<file path="config.mk">
export PLATFORM = sky130hd
export DESIGN_NAME = chan_mux_rr
export DESIGN_NICKNAME = d
export VERILOG_FILES = /design/src/rtl/chan_mux_rr_pkg.sv /design/src/rtl/chan_mux_rr_pick.sv /design/src/rtl/chan_mux_rr.sv
export SDC_FILE = /design/constraint.sdc
export NUM_CORES = 1
export LEC_CHECK = 0
export ABC_AREA = 0
export CORE_MARGIN = 2
export CORE_UTILIZATION = 49
export DETAILED_ROUTE_END_ITERATION = 7
export PLACE_DENSITY = 0.82
export REMOVE_ABC_BUFFERS = 1
export SYNTH_ARGS = -nofsm -noshare
export SYNTH_HDL_FRONTEND = slang
export SYNTH_SLANG_ARGS = --single-unit
</file>
<file path="constraint.sdc">
create_clock -name clk -period 4.4 [get_ports clk]
set_input_delay 0.44 -clock clk [delete_from_list [all_inputs] [get_ports clk]]
set_output_delay 0.44 -clock clk [all_outputs]
set_load 0.005 [all_outputs]
</file>
<file path="src/rtl/chan_mux_rr_pkg.sv">
// rtl/chan_mux_rr_pkg.sv - shared mode encodings and width helper for the channel mux family
package chan_mux_rr_pkg;

    localparam logic MODE_MANUAL = 1'b0;
    localparam logic MODE_RR     = 1'b1;

    // Smallest r with 2**r >= v; used to tie the select width to the channel count.
    function automatic int clog2(input int v);
        int r;
        r = 0;
        for (int i = 0; i < 31; i++) begin
            if ((1 << i) < v) begin
                r = i + 1;
            end
        end
        return r;
    endfunction

endpackage

</file>
<file path="src/rtl/chan_mux_rr_pick.sv">
// rtl/chan_mux_rr_pick.sv - combinational round-robin picker (rr_pick)
//
// Ports:
//   in_valid    [N-1:0]     per-channel request
//   rr_ptr      [SEL_W-1:0] first index to consider (always < N)
//   g           [SEL_W-1:0] first requesting index at or after rr_ptr, wrapping
//   grant_found             any request present
module rr_pick #(
    parameter int N     = 8,
    parameter int SEL_W = 3
) (
    input  logic [N-1:0]     in_valid,
    input  logic [SEL_W-1:0] rr_ptr,
    output logic [SEL_W-1:0] g,
    output logic             grant_found
);

    always_comb begin
        int idx;
        g           = '0;
        grant_found = 1'b0;
        idx         = 0;
        for (int i = 0; i < N; i++) begin
            // Wrap by subtraction so the search never visits indices >= N.
            idx = int'(rr_ptr) + i;
            if (idx >= N) begin
                idx = idx - N;
            end
            if (!grant_found && (idx < N) && in_valid[idx]) begin
                grant_found = 1'b1;
                g           = SEL_W'(idx);
            end
        end
    end

endmodule

</file>
<file path="src/rtl/chan_mux_rr.sv">
// rtl/chan_mux_rr.sv - N-channel registered mux with valid/ready, manual or round-robin select
//
// Ports:
//   clk, rst_n           clock, asynchronous active-low reset
//   mode                 0 = manual (sel), 1 = round-robin scan
//   sel       [SEL_W-1:0] manual channel index
//   in_data   [N*W-1:0]  channel k at [k*W +: W]
//   in_valid  [N-1:0]    per-channel valid
//   in_ready  [N-1:0]    per-channel accept, one-hot or zero
//   out_data  [W-1:0]    registered selected data
//   out_chan  [SEL_W-1:0] channel that produced out_data
//   out_valid            output holds a transfer
//   out_ready            downstream accept
module chan_mux_rr
    import chan_mux_rr_pkg::*;
#(
    parameter int W     = 4,
    parameter int N     = 8,
    parameter int SEL_W = 3
) (
    input  logic             clk,
    input  logic             rst_n,
    input  logic             mode,
    input  logic [SEL_W-1:0] sel,
    input  logic [N*W-1:0]   in_data,
    input  logic [N-1:0]     in_valid,
    output logic [N-1:0]     in_ready,
    output logic [W-1:0]     out_data,
    output logic [SEL_W-1:0] out_chan,
    output logic             out_valid,
    input  logic             out_ready
);

    if (SEL_W != clog2(N)) begin : g_bad_sel_w
        $error("chan_mux_rr: SEL_W must equal clog2(N)");
    end
    if ((N < 2) || (N > 16)) begin : g_bad_n
        $error("chan_mux_rr: N must be in 2..16");
    end

    logic [SEL_W-1:0] rr_ptr;
    logic [SEL_W-1:0] rr_g;
    logic             rr_found;
    logic [SEL_W-1:0] g;
    logic             grant_found;
    logic             space;
    logic             load;
    logic [W-1:0]     g_data;

    rr_pick #(
        .N     (N),
        .SEL_W (SEL_W)
    ) u_rr_pick (
        .in_valid    (in_valid),
        .rr_ptr      (rr_ptr),
        .g           (rr_g),
        .grant_found (rr_found)
    );

    always_comb begin
        g           = rr_g;
        grant_found = rr_found;
        if (mode == MODE_MANUAL) begin
            g           = sel;
            grant_found = 1'b0;
            // A select past the last channel simply never grants.
            if (int'(sel) < N) begin
                grant_found = in_valid[sel];
            end
        end
    end

    assign space = !out_valid || out_ready;
    // rst_n gating keeps in_ready low for the whole reset pulse.
    assign load  = rst_n && space && grant_found;

    // Lane steering by compare rather than variable part-select: only the
    // granted lane reaches out_data, so undriven lanes cannot leak through.
    always_comb begin
        in_ready = '0;
        g_data   = '0;
        for (int k = 0; k < N; k++) begin
            if (int'(g) == k) begin
                in_ready[k] = load;
                g_data      = in_data[k*W +: W];
            end
        end
    end

    always_ff @(posedge clk or negedge rst_n) begin
        if (!rst_n) begin
            out_data  <= '0;
            out_chan  <= '0;
            out_valid <= 1'b0;
            rr_ptr    <= '0;
        end else begin
            if (load) begin
                out_data  <= g_data;
                out_chan  <= g;
                out_valid <= 1'b1;
                if (mode == MODE_RR) begin
                    rr_ptr <= (int'(g) == N - 1) ? '0 : g + SEL_W'(1);
                end
            end else if (out_valid && out_ready) begin
                out_valid <= 1'b0;
            end
        end
    end

endmodule

</file>
==> flow_summary.toml, run 1 <==
[power]
seqPwrFrac_pct = 7.7
swShare_pct = 50.1
power_density_nw_per_um2 = 734
pwr-share-comb_pct = 87.4
p_int_uw = 1110
finalPower_uw = 2210
ir_drop_v = 0.000468
power.switching_uw = 1110
clkPwrFrac_pct = 4.9
p_leak_uw = 0.00121

[hold_path]
hp-class = "flop to flop"
min_from = "out_chan[2]$_DFFE_PN0P_"
min_to = "out_chan[2]$_DFFE_PN0P_"
worstHoldPathCells = 1

[timing]
setup_tns_ps = 0
fmax_mhz = 233
rsz0062_at_grt = "true"
hold_viol = 0
finalCritPeriodShare_pct = 97.5
setup_viol = 0
fin_worst_skew_ps = 1.77
hold_ws_ps = 477
finalCriticalPeriod_ps = 4290
worstMarginPinSlew_ps = 834
drv_slew = 0
slew_headroom_pct = 43.7

[finish]
diodes = 0
drive_gt1_share_pct = 20.4
num-nets-final = 385
final_cells = 380
final_cell_mix = "clkdlybuf4s50_1 (62), nand2_1 (37), buf_4 (18)"
area_delta_synth_final_pct = 36.8
layout_commonest_cell = "clkdlybuf4s50_1"

[floorplanning]
top_level_ports = 63
dieWidth_um = 71.1
initial_core_util_pct = 50.6
dieArea_sq_um = 5050
core-area_sq_um = 4350
die_h_um = 71.1
placementRows = 24

[route]
drc = 0
vias = 2341
drtIter0Drc = 207
drt-total-wl_mm = 6.49
firstDrtPassIters = 5
vias_per_cell = 6.16
antenna_left = 0
wire_per_inst_um = 17.1

[global_routing]
grt_max_degree = 23
grt_pass1_vias = 2123
grtUsageTotal_pct = 25.9
grt_pass1_wl_mm = 10.5
antenna_found_initial = 0
grt_overflow_total = 0

[clocking]
cts_buffers = 3
insertion_delay_ps = 250
ctsHtreeMaxLevel = 1
postCtsSetupBuffers = 0
cts_tree = "done"
root_buffer = "clkbuf_8"
cts.clk_slew.worst_paths_ps = 50
clock_sinks = 11
cts.path.max_buffers = 2
hold_buffers = 0

[setup_path]
critPathCaptureType = "primary output"
slowest_delay_ps = 690
critical_path.startpoint_type = "flop"
regToRegStartpoint = "rr_ptr[1]$_DFFE_PN0P_"
cp_max_fo = 9
path_cells = "clkinv_1, ha_2, mux4_1, nand2_1, nand2_1, a21oi_1, o31ai_2, a22oi_1, o41ai_2, buf_4, inv_1, ha_2, and3_1, clkdlybuf4s50_1"
slowest_stage = "mux4_1"
worst-r2r-cell-count = 16
critPathRequiredTime_ps = 3960
r2r-end = "out_data[1]$_DFFE_PN0P_"
rrSetupSlack_ps = 380
critPathArrivalTime_ps = 3850
worst-setup-path-type = "flop to primary output"

[synth]
synth_ff_type = "dfrtp_1"
yosysUniqueCellTypes = 57
synth_seq_cells = 11
synth.largest_area_cell = "mux4_2"
netlist.area_leader.share_pct = 15.3
synth_edf_count = 0
synth_area_leaders = "mux4_2 (15%), dfrtp_1 (12%), mux2i_1 (6.8%), nand2_1 (6.3%), ha_1 (5.1%)"
ys_warn_count = 0
syn_avg_cell_area_sq_um = 8.58
syn-cell-area_sq_um = 2200
postSynthCellCount = 257
async_flop_share_pct = 100
yosysSeqAreaShare_pct = 12.5

[placement]
portBuffers = 62
hpwl_mm = 5.23
dp.cells = 376
gp_congestion = 0.892

[outcome]
status = "complete, no violations"

[job]
max_cap_viol_count = 0
-- synthesized netlist by cell type, types with 2 or more instances --
master / number
o211ai_1: 12
nand2_1: 37
and2_4: 2
a21o_1: 2
o311ai_0: 2
o21a_1: 5
nor2_1: 16
and3_1: 4
ha_1: 9
o31ai_1: 3
buf_6: 2
nand2b_1: 6
mux4_2: 15
inv_1: 12
o21ai_0: 6
mux2_2: 7
nand4_1: 4
xor2_1: 2
clkbuf_1: 5
buf_4: 5
dfrtp_1: 11
a21oi_1: 15
mux2i_1: 15
mux4_1: 2
o211ai_2: 2
nor3_1: 5
a22oi_1: 2
and2_1: 10
o311ai_1: 4
nor2b_1: 2
a211oi_1: 3
nand3_1: 4
inv_2: 2
-- sequential cells by signal, indices dropped and copies added, names as in the netlist --
name	flops
out_data	4
out_valid	1
rr_ptr	3
out_chan	3
-- routing by layer --
metal	part of all wire [%]	global-route usage (%)	vias to the layer above
met4	1.7	5.03	0
met1	41	34.7	1091
met2	49	43.9	118
met3	8.1	5.41	11
li1	-	-	1121
met5	0	0	-
-- stage by stage --
| stage | cell area [sq um] | setup WS, ps | util, % |
|---|---|---|---|
| floorplan | 2120 | 107 | - |
| global placement | 2950 | 165 | 67.6 |
| detailed placement | 2950 | 75.1 | 67.6 |
| CTS | 2990 | 2.81 | 68.7 |
| global route | 3020 | -51.1 | 69.3 |
| finish | 3020 | 108 | 69.3 |
-- cells by family (layout without fill, tap and decap cells) --
| group | Yosys count | after routing | synth area share [%] |
|---|---|---|---|
| compound gates | 71 | 71 | 25.1 |
| fa+ha+maj | 9 | 9 | 5.11 |
| xor+xnor | 3 | 3 | 1.19 |
| simple gates | 94 | 94 | 20.8 |
| mux | 40 | 40 | 28.7 |
| flops | 11 | 11 | 12.5 |
| buf+inv | 29 | 100 | 6.53 |
-- worst max-delay path by stage --
stage	start	to	cells after the start	slack, ps
2_1_floorplan	rr_ptr[0]$_DFFE_PN0P_	in_ready[7]	9	110
3_3_place_gp	in_valid[6]	in_ready[0]	11	160
3_5_place_dp	in_valid[7]	in_ready[0]	11	80
4_1_cts	rr_ptr[1]$_DFFE_PN0P_	in_ready[0]	13	3
5_1_grt	rr_ptr[1]$_DFFE_PN0P_	in_ready[3]	13	-50
6_report	rr_ptr[1]$_DFFE_PN0P_	in_ready[0]	14	110
-- cell type report --
class / instances / area, sq um
multi-input combinational: 217 / 1810
tap: 52 / 65.1
timing repair buffer: 81 / 767
clock inverter: 1 / 5.00
clock buffer: 3 / 41.3
fill: 374 / 1340
sequential: 11 / 275
inverter: 15 / 56.3
-- power groups by stage --
| stage | Combinational, uW | Clock [uW] | Sequential [uW] |
|---|---|---|---|
| floorplan | 1240 | 0 | 223 |
| global placement | 1850 | 0 | 171 |
| detailed placement | 1880 | 0 | 172 |
| CTS | 1890 | 111 | 170 |
| global route | 2110 | 115 | 176 |
| finish | 1940 | 109 | 170 |
-- what timing repair did --
action / in CTS / in global routing
hold endpoints to repair: 0 / 0
setup endpoints to repair: 0 / 8
gates resized for setup: 0 / 7
-- worst max-delay path: cells and delay by family, from the launching register on --
kind / cells / cell delay [ps]
multiplexers: 1 / 690
AND/OR/NAND/NOR: 3 / 390
flip-flops: 1 / 350
AO/OA/AOI/OAI: 4 / 590
buffers and inverters: 4 / 830
adder cells (fa/ha/maj): 2 / 750
(Power assumes the default switching activity.)
==> inputs of run 2 (changes only) <==
--- a/config.mk
+++ b/config.mk
@@ -9,6 +9,7 @@
 export CORE_MARGIN = 2
 export CORE_UTILIZATION = 49
 export DETAILED_ROUTE_END_ITERATION = 7
+export GPL_TIMING_DRIVEN = 0
 export PLACE_DENSITY = 0.82
 export REMOVE_ABC_BUFFERS = 1
 export SYNTH_ARGS = -nofsm -noshare
==> constraint.sdc (replaced) <==
create_clock -name clk -period 4.4 [get_ports clk]
set_input_delay 0.44 -clock clk [delete_from_list [all_inputs] [get_ports clk]]
set_output_delay 0.44 -clock clk [all_outputs]
set_load 0.1 [all_outputs]
==> run 2 against run 1 <==
Effect of this change: sequential share of layout area about the same; clock-buffer cell count unchanged; worst setup slack got worse by 12 ps; first-iteration DRC count decreased by 27%; critical path depth decreased by 2; sequential power increased by 16%; non-clock buffer count decreased by 5; total power increased by 21%; via count increased by 2.3%; clock skew decreased by 1.1 ps; combinational power increased by 23%; largest power group unchanged.
==> flow_summary.toml, run 2 (synthesis results as in run 1) <==
[setup_path]
critPathArrivalTime_ps = 3860
path_cells = "clkinv_2, ha_4, mux2i_1, mux4_2, a32oi_2, o31ai_2, a21oi_1, o41ai_4, ha_2, ha_2, and2_1, buf_6"
cpMostUsedCell = "ha_2"
worst-setup-path-type = "flop to primary output"
crit_family = "adder cells"
slowest_stage = "o41ai_4"
slowest_delay_ps = 440
cp_max_fo = 9
critPathRequiredTime_ps = 3960
critical_path.startpoint_type = "flop"
critPathCaptureType = "primary output"
cp_num_buf_inv = 2

[placement]
gp_congestion = 0.880
portBuffers = 62
hpwl_mm = 4.80

[floorplanning]
placementRows = 24
core-area_sq_um = 4350
dieWidth_um = 71.1
die_h_um = 71.1
initial_core_util_pct = 50.6
dieArea_sq_um = 5050
top_level_ports = 63

[power]
ir_drop_v = 0.000498
clkPwrFrac_pct = 4.0
power.switching_uw = 1520
pwr-share-comb_pct = 88.6
p_int_uw = 1160
swShare_pct = 56.7
seqPwrFrac_pct = 7.3
power_density_nw_per_um2 = 875
p_leak_uw = 0.00121

[finish]
drive_gt1_share_pct = 25.9
fillers = 321
top_register = "out_data"
layout_commonest_cell = "clkdlybuf4s50_1"
area_delta_synth_final_pct = 39.2
num-nets-final = 381
final_cell_mix = "clkdlybuf4s50_1 (54), nand2_1 (37), buf_4 (18)"
top_regs = "out_data: 4 flops, out_chan: 3 flops, rr_ptr: 3 flops"
largest_register_ffs = 4
diodes = 0
multiInputGateArea_sq_um = 1900
final-seq-area_sq_um = 282

[timing]
finalCriticalPeriod_ps = 4300
drv_slew = 0
hold_viol = 0
finalCritPeriodShare_pct = 97.8
slew_headroom_pct = 27.3
fmax_mhz = 232
setup_tns_ps = 0
fin_worst_skew_ps = 0.627
hold_ws_ps = 484
rsz0062_at_grt = "true"
worstMarginPinSlew_ps = 1080
setup_viol = 0

[clocking]
insertion_delay_ps = 250
clock_sinks = 11
cts.clk_slew.worst_paths_ps = 60
ctsHtreeMaxLevel = 1
cts.path.max_buffers = 2
cts_buffers = 3
root_buffer = "clkbuf_8"
cts_tree = "done"
hold_buffers = 0

[route]
drtIter0Drc = 152
drt-total-wl_mm = 6.98
vias = 2395
drc = 0
firstDrtPassIters = 5
vias_per_cell = 6.37
antenna_left = 0
wire_per_inst_um = 18.6

[hold_path]
hp-class = "flop to flop"

[outcome]
status = "complete, no violations"

[job]
max_cap_viol_count = 0

[global_routing]
antenna_found_initial = 0
grt_pass1_wl_mm = 10.5
grtUsageTotal_pct = 26.0
grt_pass1_vias = 2085
grt_overflow_total = 0
grt_max_degree = 24
-- run 2: timing repair --
item | CTS | global route
gates resized for setup | 62 | 13
setup buffers | 2 | 12
gates cloned | 0 | 1
endpoints found under the setup margin | 14 | 11
endpoints found under the hold margin | 0 | 0
pin swaps | 2 | 4
-- run 2: power by group through the flow --
stage | Clock [uW] | Combinational (uW) | Sequential, uW
floorplan | 0 | 1340 | 447
global placement | 0 | 1950 | 234
detailed placement | 0 | 1980 | 239
CTS | 108 | 2110 | 214
global route | 115 | 2540 | 202
finish | 108 | 2380 | 197
-- run 2: metrics by stage --
stage / cell area (sq um) / total power, uW / utilization, % / std cells / setup WS (ps)
detailed placement: 2800 / 2220 / 64.4 / 357 / -1740
global placement: 2800 / 2180 / 64.4 / 357 / -1690
CTS: 2910 / 2440 / 66.8 / 363 / 9.21
global route: 3070 / 2860 / 70.5 / 376 / -71.0
floorplan: 2120 / 1780 / - / 243 / -520
finish: 3070 / 2680 / 70.5 / 376 / 96.5
-- run 2: path summary, 6_finish.rpt --
check                                        start                       to  slack [ps]  cells past startpoint
max in group asynchronous                    rst_n    rr_ptr[0]$_DFFE_PN0P_        3400                      1
setup reg to reg             rr_ptr[1]$_DFFE_PN0P_  out_data[0]$_DFFE_PN0P_         360                     14
setup / recovery             rr_ptr[1]$_DFFE_PN0P_              in_ready[3]         100                     12
hold reg to reg            out_chan[2]$_DFFE_PN0P_  out_chan[2]$_DFFE_PN0P_         480                      1
min in group asynchronous                    rst_n  out_data[1]$_DFFE_PN0P_         560                      1
hold / removal             out_chan[2]$_DFFE_PN0P_  out_chan[2]$_DFFE_PN0P_         480                      1
-- run 2: layer usage --
metal / track usage [%] / part of all wire (%) / vias up
li1: - / - / 1120
met1: 35.0 / 42 / 1130
met2: 44.4 / 48 / 130
met3: 4.42 / 8.2 / 15
met4: 5.24 / 1.8 / 0
met5: 0 / 0 / -
-- run 2: cell type report --
type	instances	area share, %
multi-input cells	218	62.1
flip-flops and latches	11	9.18
repair buffers	76	23.2
clock buffers	3	1.35
well taps	52	2.12
inverters	15	1.88
clock inverters	1	0.163
==> edit 1: new RTL, flow settings as in run 2 <==
Change the parameter `W` from 4 to 3.
--- a/src/rtl/chan_mux_rr.sv
+++ b/src/rtl/chan_mux_rr.sv
@@ -14,7 +14,7 @@
 module chan_mux_rr
     import chan_mux_rr_pkg::*;
 #(
-    parameter int W     = 4,
+    parameter int W     = 3,
     parameter int N     = 8,
     parameter int SEL_W = 3
 ) (
Ports: changed (resized in_data and out_data); port bits go from 63 to 54. The function was not compared with the original's and may differ.
==> edit 1 against run 2 <==
The flow now finishes with violations (negative setup slack). First-iteration DRC count is 51% higher. Area after synthesis decreased by 19%. Setup slack worse by 0.18 ns. Clock skew is 0.0025 ns higher. Cell area shrank 11%. Wire length down 4.8%. Sequential cell count shrank 1. Highest routed layer unchanged.
Power is left out: the tool's default activity adds up to more than one toggle a clock period on the data nets, which glitch-free logic cannot reach.
==> edit 1: results (changes against run 2) <==
Yosys
  • Synth unique cells: 47 (-18%)
  • Synth cell count leaders: 21 x mux2i_1, 21 x nor2_1, 20 x nand2_1
  • Register area share after synthesis: 0.1407 (+0.01589)

Clock tree
  • Clk root buf: clkbuf_4
  • Post-CTS Setup Inserts: 7 (+5)
  • PostCTS Resize Cnt: 73 (+18%)

Detailed routing
  • Routed len/inst: 20.96 µm (+13%)
  • Drt first pass iters: 7 (+2)
  • Vias per cell: 6.738 (+5.8%)
  • DR iter-0 viols: 229 (+51%)

Status
  • Status: finished, violations left
  • Violated checks: negative setup slack

Timing
  • Final setup fails: 4 (+4)
  • Slew @ Worst Pin: 1.037 ns (-0.03960 ns)
  • Worst setup margin: -0.07869 ns (-0.1751 ns)
  • Final Skew: 0.003113 ns (+0.002486 ns)

Layout
  • Fin nets: 319 (-16%)

Critical path
  • Slowest CP cell: o221ai_1
  • Critical Path Source: rr_ptr[0]
  • CP max FO: 7 (-2)
  • Crit path to: in_ready[0]

Global routing
  • GRT Total Usage: 0.2843 (+0.02406)
  • Largest net degree at the start of global routing: 16 (-33%)

Placed design
  • Placed wire-length estimate: 4085 µm (-15%)
  • RePlAce Congestion: 0.9028 (+2.5%)
  • Cells after DPL: 295 (-17%)
-- edit 1: worst max-delay path, delay by kind of cell, from the launching register on --
kind	cells	cell delay [ns]
buffers and inverters	6	0.96
AND/OR/NAND/NOR	1	0.25
multiplexers	2	0.35
AO/OA/AOI/OAI	4	1.20
flip-flops	1	0.43
adder cells (fa/ha/maj)	2	0.54
-- edit 1: metrics by stage --
stage / util / setup TNS (ns) / worst slack (ns) / area (µm²) / hold WS (ns)
final: 0.8011 / -0.09829 / -0.07869 / 2736 / 0.4939
after floorplan: - / -11.23 / -1.935 / 1708 / 0.1444
after global placement: 0.6722 / -20.84 / -2.101 / 2296 / 0.4915
after global routing: 0.8011 / -1.190 / -0.2445 / 2736 / 0.5178
after detailed placement: 0.6722 / -22.12 / -2.172 / 2296 / 0.5007
after CTS: 0.7220 / -0.01264 / -0.01264 / 2466 / 0.5119
-- edit 1: cells by family (layout without fill, tap and decap cells) --
kind of cell               after synthesis  in the layout  synth area share
DFF                                     10             10            0.1407
AOI/OAI and AO/OA                       58             58            0.2245
buffers and inverters                   26             89           0.06896
xor gates and xnor gates                 3              3           0.01478
and+or+nand+nor                         61             61            0.1591
muxes                                   42             42            0.3357
adders and majority gates                8              8           0.05630
-- edit 1: per-layer routing --
metal	track usage	wire length, µm	up-vias	part of all wire
li1	-	-	920	-
met1	0.3495	2458	1013	0.37
met2	0.4805	3385	160	0.51
met3	0.03345	501	43	0.075
met4	0.1596	298	0	0.045
met5	0	0	-	0
-- edit 1: area by class of cell --
cell class / count / area, µm²
clock buffer: 4 / 36.28
fill: 207 / 679.4
inverter: 14 / 61.31
multi-input combinational: 172 / 1637
sequential: 10 / 256.5
tap: 46 / 57.56
timing repair buffer: 71 / 688.2
==> edit 2: new RTL, flow settings as in run 2 <==
Without the edit above. Add an input register stage for `mode`; this delays it by one clock. The other inputs are not delayed to match.
--- a/src/rtl/chan_mux_rr.sv
+++ b/src/rtl/chan_mux_rr.sv
@@ -31,6 +31,12 @@
     input  logic             out_ready
 );
 
+    logic mode_q;
+
+    always_ff @(posedge clk) begin
+        mode_q <= mode;
+    end
+
     if (SEL_W != clog2(N)) begin : g_bad_sel_w
         $error("chan_mux_rr: SEL_W must equal clog2(N)");
     end
@@ -60,7 +66,7 @@
     always_comb begin
         g           = rr_g;
         grant_found = rr_found;
-        if (mode == MODE_MANUAL) begin
+        if (mode_q == MODE_MANUAL) begin
             g           = sel;
             grant_found = 1'b0;
             // A select past the last channel simply never grants.
@@ -98,7 +104,7 @@
                 out_data  <= g_data;
                 out_chan  <= g;
                 out_valid <= 1'b1;
-                if (mode == MODE_RR) begin
+                if (mode_q == MODE_RR) begin
                     rr_ptr <= (int'(g) == N - 1) ? '0 : g + SEL_W'(1);
                 end
             end else if (out_valid && out_ready) begin
Behaviour: not the same (a bounded check fails within 4 cycles, from zero or initial values and one cycle with rst_n low).
==> edit 2 against run 2 <==
Sequential power up 7%. Area after synthesis up 1.7%. Cell area down 1.2%. Sequential cell count up 1. Via count down 0.25%. Setup slack worse by 0.044 ns. Wire length down 3.1%. Fmax down 1.0%. Non-clock buffer count down 5. Hold slack worse by 0.011 ns. Total power down 4.8%. Largest cell class unchanged.
==> edit 2: results (changes against run 2) <==
Detailed routing
  • Routed WL: 6765 µm (-3.1%)
  • DRT met1 WL: 2998 µm (+2.4%)
  • Drt first pass iters: 4 (-1)
  • Vias: 2,389 (-0.25%)
  • DR WL met2: 3175 µm (-5.4%)
  • Metal3 WL: 487 µm (-15%)

Layout
  • Multi-In Gates: 217 (-0.46%)
  • Register area: 301.5 µm² (+7.1%)
  • Post-route insts no fill: 371 (-1.3%)
  • # clk buffers: 4 (+1)
  • Layout non-clock buf frac: 0.2229 (-0.009599)
  • Fill count: 349 (+8.7%)
  • Layout cells sized above 1: 0.2226 (-0.03669)
  • Multi-input combinational area share: 0.6191 (-0.001653)
  • Biggest registers after layout: out_data (4), out_chan (3), rr_ptr (3)
  • Plain + repair buffers: 71 (-6.6%)
  • Core Util, Final: 0.6915 (-0.01310)
  • Fin nets: 376 (-1.3%)
  • ClkCell Share: 0.01816 (+0.003070)
  • Sequential cells: 12 (+1)

Power
  • Leakage: 0.001189 µW (-1.4%)
  • Maximum vdd drop: 0.5294 mV (+6.3%)

Yosys
  • Dominant cells by area after synthesis: mux4_2 13%, dfrtp_1 12%, mux2i_1 6.7%
  • Post-synth ARST share: 0.9167 (-0.08333)
  • Register area share after synthesis: 0.1317 (+0.006838)
  • Avg Inst Size Synth: 8.724 µm² (+1.7%)
  • Synth cell count leaders: 35 x nand2_1, 16 x nor2_1, 15 x a21oi_1, 15 x mux2i_1, 14 x inv_1
  • Post-synthesis mux area share: 0.2857 (-0.001459)
  • Synth Area in Adders: 0.05022 (-0.0008551)
  • Synth Area in Compound Gates: 0.2483 (-0.003093)
  • Xor and xnor area share after synthesis: 0.01172 (-0.0001995)
  • Main synth FF type: dfrtp_1
  • Synth unique cells: 56 (-1.8%)

Global routing
  • GRT met1 Usage: 0.3565 (+0.006957)
  • Global routing's busiest layer: met2
  • First-pass GRT wire length: 10,660 µm (+1.2%)
  • Vias in the first global route: 2,187 (+4.9%)
  • GR Layer Usage met3: 0.04923 (+0.005067)
  • M2 GR Usage: 0.4198 (-0.02469)
  • GRT Total Usage: 0.2582 (-0.002013)
  • Largest net degree at the start of global routing: 19 (-21%)

Critical path
  • Slowest stage delay, CP: 0.71 ns (+0.27 ns)
  • CP max FO: 15 (+6)
  • Crit path DAT: 3.91 ns (+0.05 ns)
  • Cell family with most CP delay: multiplexers
  • Slowest CP cell: mux4_1

Placed design
  • Post-Place Worst Slack: -1.884 ns (-0.1435 ns)
  • RePlAce Congestion: 0.9234 (+4.9%)
  • Post-DP Area: 2831 µm² (+1.0%)
  • Placed wire-length estimate: 4696 µm (-2.2%)

Status
  • Status: finished clean

Timing
  • Final Skew: 0.01044 ns (+0.009811 ns)
  • Slew @ Worst Pin: 1.118 ns (+0.04115 ns)

Clock tree
  • Post-CTS Setup Inserts: 3 (+1)

Floorplan
  • Core box area: 4384 µm² (+0.69%)
edit 2: changes by cell type in the layout (fill, tap and decap cells not counted), moves of 2 or more:
cell	run 2	this run
buf_4	18	14
inv_1	12	14
inv_2	2	0
mux2i_2	1	3
mux4_1	1	3
mux4_2	16	14
nand2_1	37	35
o311ai_0	2	6
o311ai_1	4	0
edit 2: path summary, 6_finish.rpt:
path                              from          end  slack (ns)  cells past startpoint
min reg2reg                out_chan[2]  out_chan[2]        0.47                      1
max reg2reg                  rr_ptr[1]  out_data[2]        0.36                     15
min                        out_chan[2]  out_chan[2]        0.47                      1
min in group asynchronous        rst_n  out_data[2]        0.57                      1
max in group asynchronous        rst_n    rr_ptr[0]        3.35                      1
max                          rr_ptr[1]  in_ready[7]        0.05                     12
edit 2: power by group:
group	switching, µW	total (µW)	internal [µW]
Clock	48.2	128	79.3
Sequential	49.5	210	161
Combinational	1350	2220	863
